### src/rtl/fp_pkg.sv
// ---------------------------------------------------------------------------
// fp_pkg
// Shared definitions for the sequential IEEE-754 single-precision
// adder/subtractor: field widths, format constants and the controller
// state encoding.
// ---------------------------------------------------------------------------
package fp_pkg;

   localparam int          EXP_W     = 8;
   localparam int          MAN_W     = 23;
   localparam int          BIAS      = 127;
   localparam logic [31:0] QNAN      = 32'h7FC00000;
   localparam int          EXP_MAX   = 255;
   // Beyond 24 shifts the smaller mantissa is entirely gone, so the
   // alignment count is clamped here.
   localparam int          ALIGN_SAT = 24;

   typedef enum logic [2:0] {
      IDLE  = 3'd0,
      CMP   = 3'd1,
      ALIGN = 3'd2,
      ADD   = 3'd3,
      NORM  = 3'd4,
      DONE  = 3'd5
   } state_t;

endpackage

### src/rtl/fp_addsub_seq_if.sv
// ---------------------------------------------------------------------------
// fp_addsub_seq_if
// Operand/result handshake bundle for fp_addsub_seq.
//   in_valid/in_ready : operand transfer (a, b, op)
//   out_valid/out_ready : result transfer (result)
// master = producer/consumer side, slave = the arithmetic unit.
// ---------------------------------------------------------------------------
interface fp_addsub_seq_if #(
   parameter int EXP_W = 8,
   parameter int MAN_W = 23
);

   localparam int W = 1 + EXP_W + MAN_W;

   logic         in_valid;
   logic         in_ready;
   logic [W-1:0] a;
   logic [W-1:0] b;
   logic         op;
   logic         out_valid;
   logic         out_ready;
   logic [W-1:0] result;

   modport master (
      output in_valid, a, b, op, out_ready,
      input  in_ready, out_valid, result
   );

   modport slave (
      input  in_valid, a, b, op, out_ready,
      output in_ready, out_valid, result
   );

endinterface

### src/rtl/exp_comparator.sv
// ---------------------------------------------------------------------------
// exp_comparator
// Combinational exponent comparison.
//   ea, eb  : biased exponents
//   diff    : |ea - eb|
//   bigger  : 0 = equal, 1 = A larger, 2 = B larger
// ---------------------------------------------------------------------------
module exp_comparator #(
   parameter int EXP_W = 8
) (
   input  logic [EXP_W-1:0] ea,
   input  logic [EXP_W-1:0] eb,
   output logic [EXP_W-1:0] diff,
   output logic [1:0]       bigger
);

   logic signed [EXP_W:0] d;

   always_comb begin
      // One extra bit so the sign of the difference is never lost.
      d = $signed({1'b0, ea}) - $signed({1'b0, eb});
      if (d < 0) begin
         diff   = EXP_W'(-d);
         bigger = 2'd2;
      end else if (d == 0) begin
         diff   = '0;
         bigger = 2'd0;
      end else begin
         diff   = d[EXP_W-1:0];
         bigger = 2'd1;
      end
   end

endmodule

### src/rtl/fp_addsub_seq.sv
// ---------------------------------------------------------------------------
// fp_addsub_seq
// Multi-cycle IEEE-754 adder/subtractor, one operation in flight.
// Alignment and normalisation shift one bit per cycle; denormal inputs
// are flushed to zero and shifted-out bits are truncated.
//   clk, rst : clock, synchronous active-high reset
//   io       : slave side of fp_addsub_seq_if (operands in, result out)
//   busy     : high whenever the controller is not in IDLE
// ---------------------------------------------------------------------------
module fp_addsub_seq #(
   parameter int EXP_W = 8,
   parameter int MAN_W = 23
) (
   input  logic           clk,
   input  logic           rst,
   fp_addsub_seq_if.slave io,
   output logic           busy
);

   import fp_pkg::*;

   localparam int W  = 1 + EXP_W + MAN_W;
   localparam int MW = MAN_W + 1;
   localparam int CW = $clog2(ALIGN_SAT + 1);
   localparam logic [EXP_W:0] EMAX = {1'b0, {EXP_W{1'b1}}};
   localparam logic [W-1:0]   QNAN_V = {1'b0, {EXP_W{1'b1}}, 1'b1, {(MAN_W-1){1'b0}}};

   // Packs a result, saturating to signed Inf on exponent overflow and to
   // signed zero on exponent underflow.
   function automatic logic [W-1:0] pack(input logic s, input logic [EXP_W:0] e,
                                         input logic [MW:0] m);
      if (e >= EMAX)
         return {s, {EXP_W{1'b1}}, {MAN_W{1'b0}}};
      else if (e == '0)
         return {s, {(W-1){1'b0}}};
      else
         return {s, e[EXP_W-1:0], m[MAN_W-1:0]};
   endfunction

   state_t          state, state_nxt;
   logic [W-1:0]    opa, opb;
   logic [EXP_W:0]  exp_r;
   logic [MW-1:0]   man_big, man_sml;
   logic            sgn_big, sgn_sml;
   logic [CW-1:0]   cnt;
   logic [MW:0]     man_r;
   logic            sgn_r;
   logic [W-1:0]    res_r;

   // Operand fields; a zero exponent drops the hidden bit and the fraction.
   logic             sa, sb;
   logic [EXP_W-1:0] ea, eb;
   logic [MAN_W-1:0] fa, fb;
   logic [MW-1:0]    ma, mb;
   assign sa = opa[W-1];
   assign sb = opb[W-1];
   assign ea = opa[W-2 -: EXP_W];
   assign eb = opb[W-2 -: EXP_W];
   assign fa = opa[MAN_W-1:0];
   assign fb = opb[MAN_W-1:0];
   assign ma = (ea != '0) ? {1'b1, fa} : '0;
   assign mb = (eb != '0) ? {1'b1, fb} : '0;

   logic [EXP_W-1:0] ediff;
   logic [1:0]       ebig;

   exp_comparator #(.EXP_W(EXP_W)) u_exp_cmp (
      .ea     (ea),
      .eb     (eb),
      .diff   (ediff),
      .bigger (ebig)
   );

   logic          special;
   logic [W-1:0]  spec_res;
   logic [CW-1:0] cnt_load;
   logic [MW:0]   add_man;
   logic          add_sgn, add_zero, add_direct;
   logic [MW:0]   n_man;
   logic [EXP_W:0] n_exp;
   logic          n_done;

   always_comb begin
      // CMP: special operands and alignment distance
      special  = (&ea) | (&eb);
      if (((&ea) && fa != '0) || ((&eb) && fb != '0) ||
          ((&ea) && (&eb) && sa != sb))
         spec_res = QNAN_V;
      else if (&ea)
         spec_res = {sa, {EXP_W{1'b1}}, {MAN_W{1'b0}}};
      else
         spec_res = {sb, {EXP_W{1'b1}}, {MAN_W{1'b0}}};
      cnt_load = (ediff >= EXP_W'(ALIGN_SAT)) ? CW'(ALIGN_SAT) : CW'(ediff);

      // ADD: magnitude add or subtract; the compare also covers equal exponents
      if (sgn_big == sgn_sml) begin
         add_man = {1'b0, man_big} + {1'b0, man_sml};
         add_sgn = sgn_big;
      end else if (man_big >= man_sml) begin
         add_man = {1'b0, man_big} - {1'b0, man_sml};
         add_sgn = sgn_big;
      end else begin
         add_man = {1'b0, man_sml} - {1'b0, man_big};
         add_sgn = sgn_sml;
      end
      add_zero   = (add_man == '0);
      add_direct = !add_man[MW] && add_man[MW-1];

      // NORM: one shift per cycle
      n_man  = man_r;
      n_exp  = exp_r;
      n_done = 1'b0;
      if (man_r[MW]) begin
         n_man  = man_r >> 1;
         n_exp  = exp_r + 1'b1;
         n_done = 1'b1;
      end else if (man_r[MW-1]) begin
         n_done = 1'b1;
      end else begin
         n_man  = man_r << 1;
         n_exp  = exp_r - 1'b1;
         n_done = (n_exp == '0) || n_man[MW-1];
      end
   end

   always_ff @(posedge clk) begin
      if (rst) state <= IDLE;
      else     state <= state_nxt;
   end

   always_comb begin
      state_nxt = state;
      case (state)
         IDLE:    if (io.in_valid) state_nxt = CMP;
         CMP:     if (special)            state_nxt = DONE;
                  else if (ediff != '0)   state_nxt = ALIGN;
                  else                    state_nxt = ADD;
         ALIGN:   if (cnt <= CW'(1)) state_nxt = ADD;
         ADD:     if (add_zero || add_direct) state_nxt = DONE;
                  else                        state_nxt = NORM;
         NORM:    if (n_done) state_nxt = DONE;
         DONE:    if (io.out_ready) state_nxt = IDLE;
         default: state_nxt = IDLE;
      endcase
   end

   always_comb begin
      io.in_ready  = (state == IDLE);
      io.out_valid = (state == DONE);
      busy         = (state != IDLE);
      io.result    = res_r;
   end

   always_ff @(posedge clk) begin
      if (rst) begin
         opa     <= '0;
         opb     <= '0;
         exp_r   <= '0;
         man_big <= '0;
         man_sml <= '0;
         sgn_big <= 1'b0;
         sgn_sml <= 1'b0;
         cnt     <= '0;
         man_r   <= '0;
         sgn_r   <= 1'b0;
         res_r   <= '0;
      end else begin
         case (state)
            // IDLE: capture operands, folding op into the sign of B
            IDLE: if (io.in_valid) begin
               opa <= io.a;
               opb <= {io.b[W-1] ^ io.op, io.b[W-2:0]};
            end
            // CMP: order operands by exponent
            CMP: begin
               if (special) begin
                  res_r <= spec_res;
               end else if (ebig == 2'd2) begin
                  exp_r   <= {1'b0, eb};
                  man_big <= mb;
                  sgn_big <= sb;
                  man_sml <= ma;
                  sgn_sml <= sa;
               end else begin
                  exp_r   <= {1'b0, ea};
                  man_big <= ma;
                  sgn_big <= sa;
                  man_sml <= mb;
                  sgn_sml <= sb;
               end
               cnt <= cnt_load;
            end
            // ALIGN: truncating right shift of the smaller mantissa
            ALIGN: begin
               man_sml <= man_sml >> 1;
               cnt     <= cnt - 1'b1;
            end
            // ADD
            ADD: begin
               man_r <= add_man;
               sgn_r <= add_sgn;
               if (add_zero)
                  res_r <= '0;
               else if (add_direct)
                  res_r <= pack(add_sgn, exp_r, add_man);
            end
            // NORM
            NORM: begin
               man_r <= n_man;
               exp_r <= n_exp;
               if (n_done) res_r <= pack(sgn_r, n_exp, n_man);
            end
            default: ;
         endcase
      end
   end

endmodule

### src/flat_wrapper.sv
// flat-port wrapper written by rule: the top's interface ports become plain ports
module fp_addsub_seq_flat import fp_pkg::*;
#(
   parameter int EXP_W = 8,
   parameter int MAN_W = 23
)
  (clk, rst, busy, io_in_valid, io_a, io_b, io_op, io_out_ready, io_in_ready, io_out_valid, io_result);
  fp_addsub_seq_if #(.EXP_W(EXP_W), .MAN_W(MAN_W)) io_i ();
  input  logic clk;
  input  logic rst;
  output logic busy;
  input wire logic [$bits(io_i.in_valid)-1:0] io_in_valid;
  input wire logic [$bits(io_i.a)-1:0] io_a;
  input wire logic [$bits(io_i.b)-1:0] io_b;
  input wire logic [$bits(io_i.op)-1:0] io_op;
  input wire logic [$bits(io_i.out_ready)-1:0] io_out_ready;
  output wire logic [$bits(io_i.in_ready)-1:0] io_in_ready;
  output wire logic [$bits(io_i.out_valid)-1:0] io_out_valid;
  output wire logic [$bits(io_i.result)-1:0] io_result;
  assign io_i.in_valid = io_in_valid;
  assign io_i.a = io_a;
  assign io_i.b = io_b;
  assign io_i.op = io_op;
  assign io_i.out_ready = io_out_ready;
  assign io_in_ready = io_i.in_ready;
  assign io_out_valid = io_i.out_valid;
  assign io_result = io_i.result;
  fp_addsub_seq #(.EXP_W(EXP_W), .MAN_W(MAN_W)) u_core (.clk(clk), .rst(rst), .io(io_i), .busy(busy));
endmodule
### config.mk
export PLATFORM = sky130hd
export DESIGN_NAME = fp_addsub_seq_flat
export DESIGN_NICKNAME = d
export VERILOG_FILES = /design/src/rtl/fp_pkg.sv /design/src/rtl/fp_addsub_seq_if.sv /design/src/rtl/exp_comparator.sv /design/src/rtl/fp_addsub_seq.sv /design/src/flat_wrapper.sv
export SDC_FILE = /design/constraint.sdc
export NUM_CORES = 1
export LEC_CHECK = 0
export ABC_CLOCK_PERIOD_IN_PS = 4800
export CAP_MARGIN = 40
export CORE_MARGIN = 4
export CORE_UTILIZATION = 30
export DETAILED_ROUTE_END_ITERATION = 10
export MAX_ROUTING_LAYER = met4
export PLACE_DENSITY = 0.57
export SKIP_LAST_GASP = 1
export SYNTH_ARGS = -nofsm -noshare
export SYNTH_HDL_FRONTEND = slang
export SYNTH_SLANG_ARGS = --single-unit
### constraint.sdc
create_clock -name clk -period 4.8 [get_ports clk]
set_clock_uncertainty 0.2 [all_clocks]
set_input_delay 0.48 -clock clk [delete_from_list [all_inputs] [get_ports clk]]
set_output_delay 0.48 -clock clk [all_outputs]
set_load 0.01 [all_outputs]
==> summary.txt <==
Run status
  – Status: completed

Global route
  – Largest net degree at the start of global routing: 115
  – Vias in the first global route: 14000
  – Initial antenna violation count: 0
  – First-pass GRT wire length: 78.7 mm
  – GRT Resource Usage Total: 0.197
  – Remaining global-route overflow: 0

Die
  – Die height: 225 µm
  – Die extent in x: 225 µm
  – Die area: 50600 µm²
  – Cell row count: 79
  – Core ar.: 46600 µm²
  – I/O pins: 104
  – Initial core utilization: 0.303

STA
  – Final Hold Fails: 0
  – Setup violators final: 0
  – Max_slew headroom: 0.402
  – Fmax: 218 MHz
  – Slew Limit Fails: 0
  – Tightest Pin Transition: 0.897 ns
  – Tcrit/Tclk final: 0.958
  – Min cycle time layout: 4.60 ns

Yosys
  – FFs w/ async S/R, synth: 0
  – Yosys top cell by area: dfxtp_1
  – Yosys cell types: 88
  – Synth cell count leaders: nand2_1 (249), a21oi_1 (228), nor2_1 (228), dfxtp_1 (189), nand3_1 (111)
  – Area contributors post-synth: dfxtp_1 (27%), a21oi_1 (8.1%), ha_1 (7.8%), nand2_1 (6.6%), nor2_1 (6.1%)
  – Mapped Cells: 1952
  – Post-synth EDFFs: 0
  – Yosys warnings: 0
  – Share of the synthesized area in the top cell type: 0.268
  – Most numerous cell in the Yosys netlist: nand2_1
  – Mapped Area: 14100 µm²
  – Yosys reg bits: 189
  – Synthesized Nets: 2113
  – Seq/Total Area, Yosys: 0.268
  – Syn_area_per_cell: 7.23 µm²
  – Top FF cell, synth: dfxtp_1

Min path
  – Hold WC Path Type: flip-flop to flip-flop
  – Worst hold start: u_core.io.result[23]

Run
  – Max cap viols: 0

Route
  – WL/cell: 18.6 µm
  – First drt pass iteration count: 5
  – WL final: 49.3 mm
  – DRC viols: 0
  – DR vias: 14700
  – Post-route ant nets: 0
  – DR vias/cell: 5.54
  – Initial DRC count: 1191

Clock tree
  – CTS max path bufs: 2
  – Clock-pin slew on the worst setup and hold paths: 0.07 ns
  – CTS buffer count: 17
  – CTS tree: built
  – Htree depth: 4
  – Worst skew pair latency: 0.46 ns
  – Sink Count: 189
  – CTS root buf: clkbuf_16

Setup path
  – Crit-path slowest cell: dfxtp_1
  – Crit-path most repeated cell: buf_4
  – Worst setup path start: u_core.man_sml[18]
  – CP Class: flip-flop to flip-flop
  – Required time of the critical path: 4.97 ns
  – R2R Setup Slk: 0.20 ns
  – Max Fanout on Critical Path: 8
  – CP startpoint kind: flip-flop
  – Worst flop-to-flop path startpoint: u_core.man_sml[18]
  – Crit path DAT: 4.77 ns
  – CP cell instances: inv_1 > ha_1 > buf_4 > nand4_1 > buf_4 > nor2_1 > nand2_1 > nand4_1 > buf_4 > o221ai_1 > a31oi_1 > xnor2_1 > nand4b_1 > nor4b_4 > nand4_4 > a211o_2 > buf_12 > nor2b_1 > a311oi_1
  – Slowest stage delay, CP: 0.42 ns
  – CP Capture Type: flip-flop

Power and ir drop
  – Clock share of power: 0.102
  – Switch share: 0.534
  – Pwr Density: 814 nW/µm²
  – Leakage: 6.35 nW
  – Seq pwr share: 0.170
  – Max VDD drop: 516 µV
  – Logic gate share of total power: 0.728
  – Int Power: 6.43 mW
  – Power, Total: 13.8 mW
  – Psw: 7.37 mW

Final layout
  – Final instance area: 17000 µm²
  – P&R area growth vs syn: 20.2%
  – Nets: 2197
  – Final core utilization: 0.364
  – Reg area: 3780 µm²
  – Fillers: 4930
  – Area of the multi-input gates: 9570 µm²
  – Layout cells sized above 1: 0.104

Placed design
  – Detailed placement HPWL: 38.5 mm
  – Post-DP Area: 16100 µm²
  – Port Buffer Count: 103
  – Gpl congestion: 0.969
-- sequential cells by signal, summed over array words and instances (netlist names) --
| name | count |
|---|---|
| u_core.cnt | 5 |
| u_core.sgn_r | 1 |
| u_core.opb | 32 |
| u_core.exp_r | 9 |
| u_core.man_sml | 24 |
| u_core.man_big | 24 |
| u_core.opa | 32 |
| u_core.state | 3 |
| u_core.sgn_sml | 1 |
| u_core.sgn_big | 1 |
| u_core.io.result | 32 |
| u_core.man_r | 25 |
-- per-layer routing --
layer | part of all wire | GRT usage
met1 | 0.47 | 0.268
met2 | 0.46 | 0.307
met3 | 0.049 | 0.0266
met4 | 0.025 | 0.0549
met5 | 0 | -
-- power groups by stage --
stage / sequential, mW / combinational, mW / clock, mW
2_1_floorplan: 2.21 / 6.32 / 0
3_3_place_gp: 2.36 / 9.36 / 0
3_5_place_dp: 2.37 / 9.41 / 0
4_1_cts: 2.34 / 9.44 / 1.44
5_1_grt: 2.40 / 10.9 / 1.50
6_report: 2.35 / 10.1 / 1.40
-- kinds of logic (layout without fill, tap and decap cells) --
group                      after synthesis  count (layout)  share of synthesized area
and+or+nand+nor                        752             752                      0.242
AOI/OAI and AO/OA                      585             586                      0.274
buffers and inverters                  245             340                     0.0714
DFF                                    189             189                      0.268
adders and majority gates               92              92                     0.0837
muxes                                   51              51                     0.0363
xor gates and xnor gates                38              38                     0.0246
other                                    0               1                          0
-- cell usage in the layout (no fill, tap or decap), types with 6 or more instances in the layout --
cell type	netlist	final
dfxtp_1	189	188
a221oi_1	34	34
or2_2	7	7
o211ai_1	16	16
a311oi_1	31	31
clkbuf_16	0	17
o21a_1	7	7
o21ai_0	69	68
xnor2_2	2	7
nand2_1	249	246
ha_1	88	83
and3_1	6	6
a21oi_1	228	224
a211oi_1	54	51
a21boi_0	7	6
xor2_1	11	9
inv_1	103	103
a31oi_1	13	13
a21o_1	16	16
nand2b_1	11	10
nor3b_1	7	6
o21bai_1	11	11
nor2b_1	14	12
nand3_1	111	109
nand4_1	23	23
and2_1	7	6
o22ai_1	25	25
buf_4	3	94
nor2_1	228	226
nor4_1	24	23
o31ai_1	10	9
nor3_1	35	33
clkdlybuf4s50_1	0	102
mux2i_1	50	50
xnor2_1	25	20
-- path summary, 6_finish.rpt --
check                                             to  cells after the start
worst max-delay path            u_core.io.result[26]                     19
worst max register to register  u_core.io.result[26]                     19
worst min-delay path            u_core.io.result[23]                      2
worst min register to register  u_core.io.result[23]                      2
-- what timing repair did --
item                                    4_1_cts  5_1_grt
gates resized for setup                       0       40
endpoints found under the hold margin         3        0
hold buffers                                  1        0
endpoints found under the setup margin        0       31
buffers inserted                              0        6
-- final cells by class --
| class | instances | area share |
|---|---|---|
| sequential | 189 | 0.223 |
| antenna | 1 | 0.000148 |
| clock buffer | 20 | 0.0269 |
| clock inverter | 11 | 0.00634 |
| tap | 607 | 0.0448 |
| timing repair buffer | 205 | 0.111 |
| inverter | 104 | 0.0230 |
| multi-input combinational | 1519 | 0.564 |
-- stage by stage --
step | TNS, ns | hold slack [ns] | instances | setup WS [ns]
5_1_grt | -0.0572 | 0.284 | 2655 | -0.0497
4_1_cts | 0 | 0.266 | 2648 | 0.0684
3_5_place_dp | 0 | 0.255 | 2616 | 0.0965
2_1_floorplan | 0 | 0.262 | 1952 | 0.468
3_3_place_gp | 0 | 0.252 | 2612 | 0.107
6_report | 0 | 0.263 | 2656 | 0.203
-- critical path: cells and delay by family, from the launching register on --
kind,cells,cell delay [ns]
AND/OR/NAND/NOR,8,1.24
adder cells (fa/ha/maj),1,0.40
flip-flops,1,0.42
XOR/XNOR,1,0.37
buffers and inverters,5,0.88
AO/OA/AOI/OAI,4,0.98
Power figures use the tool's default switching activity.
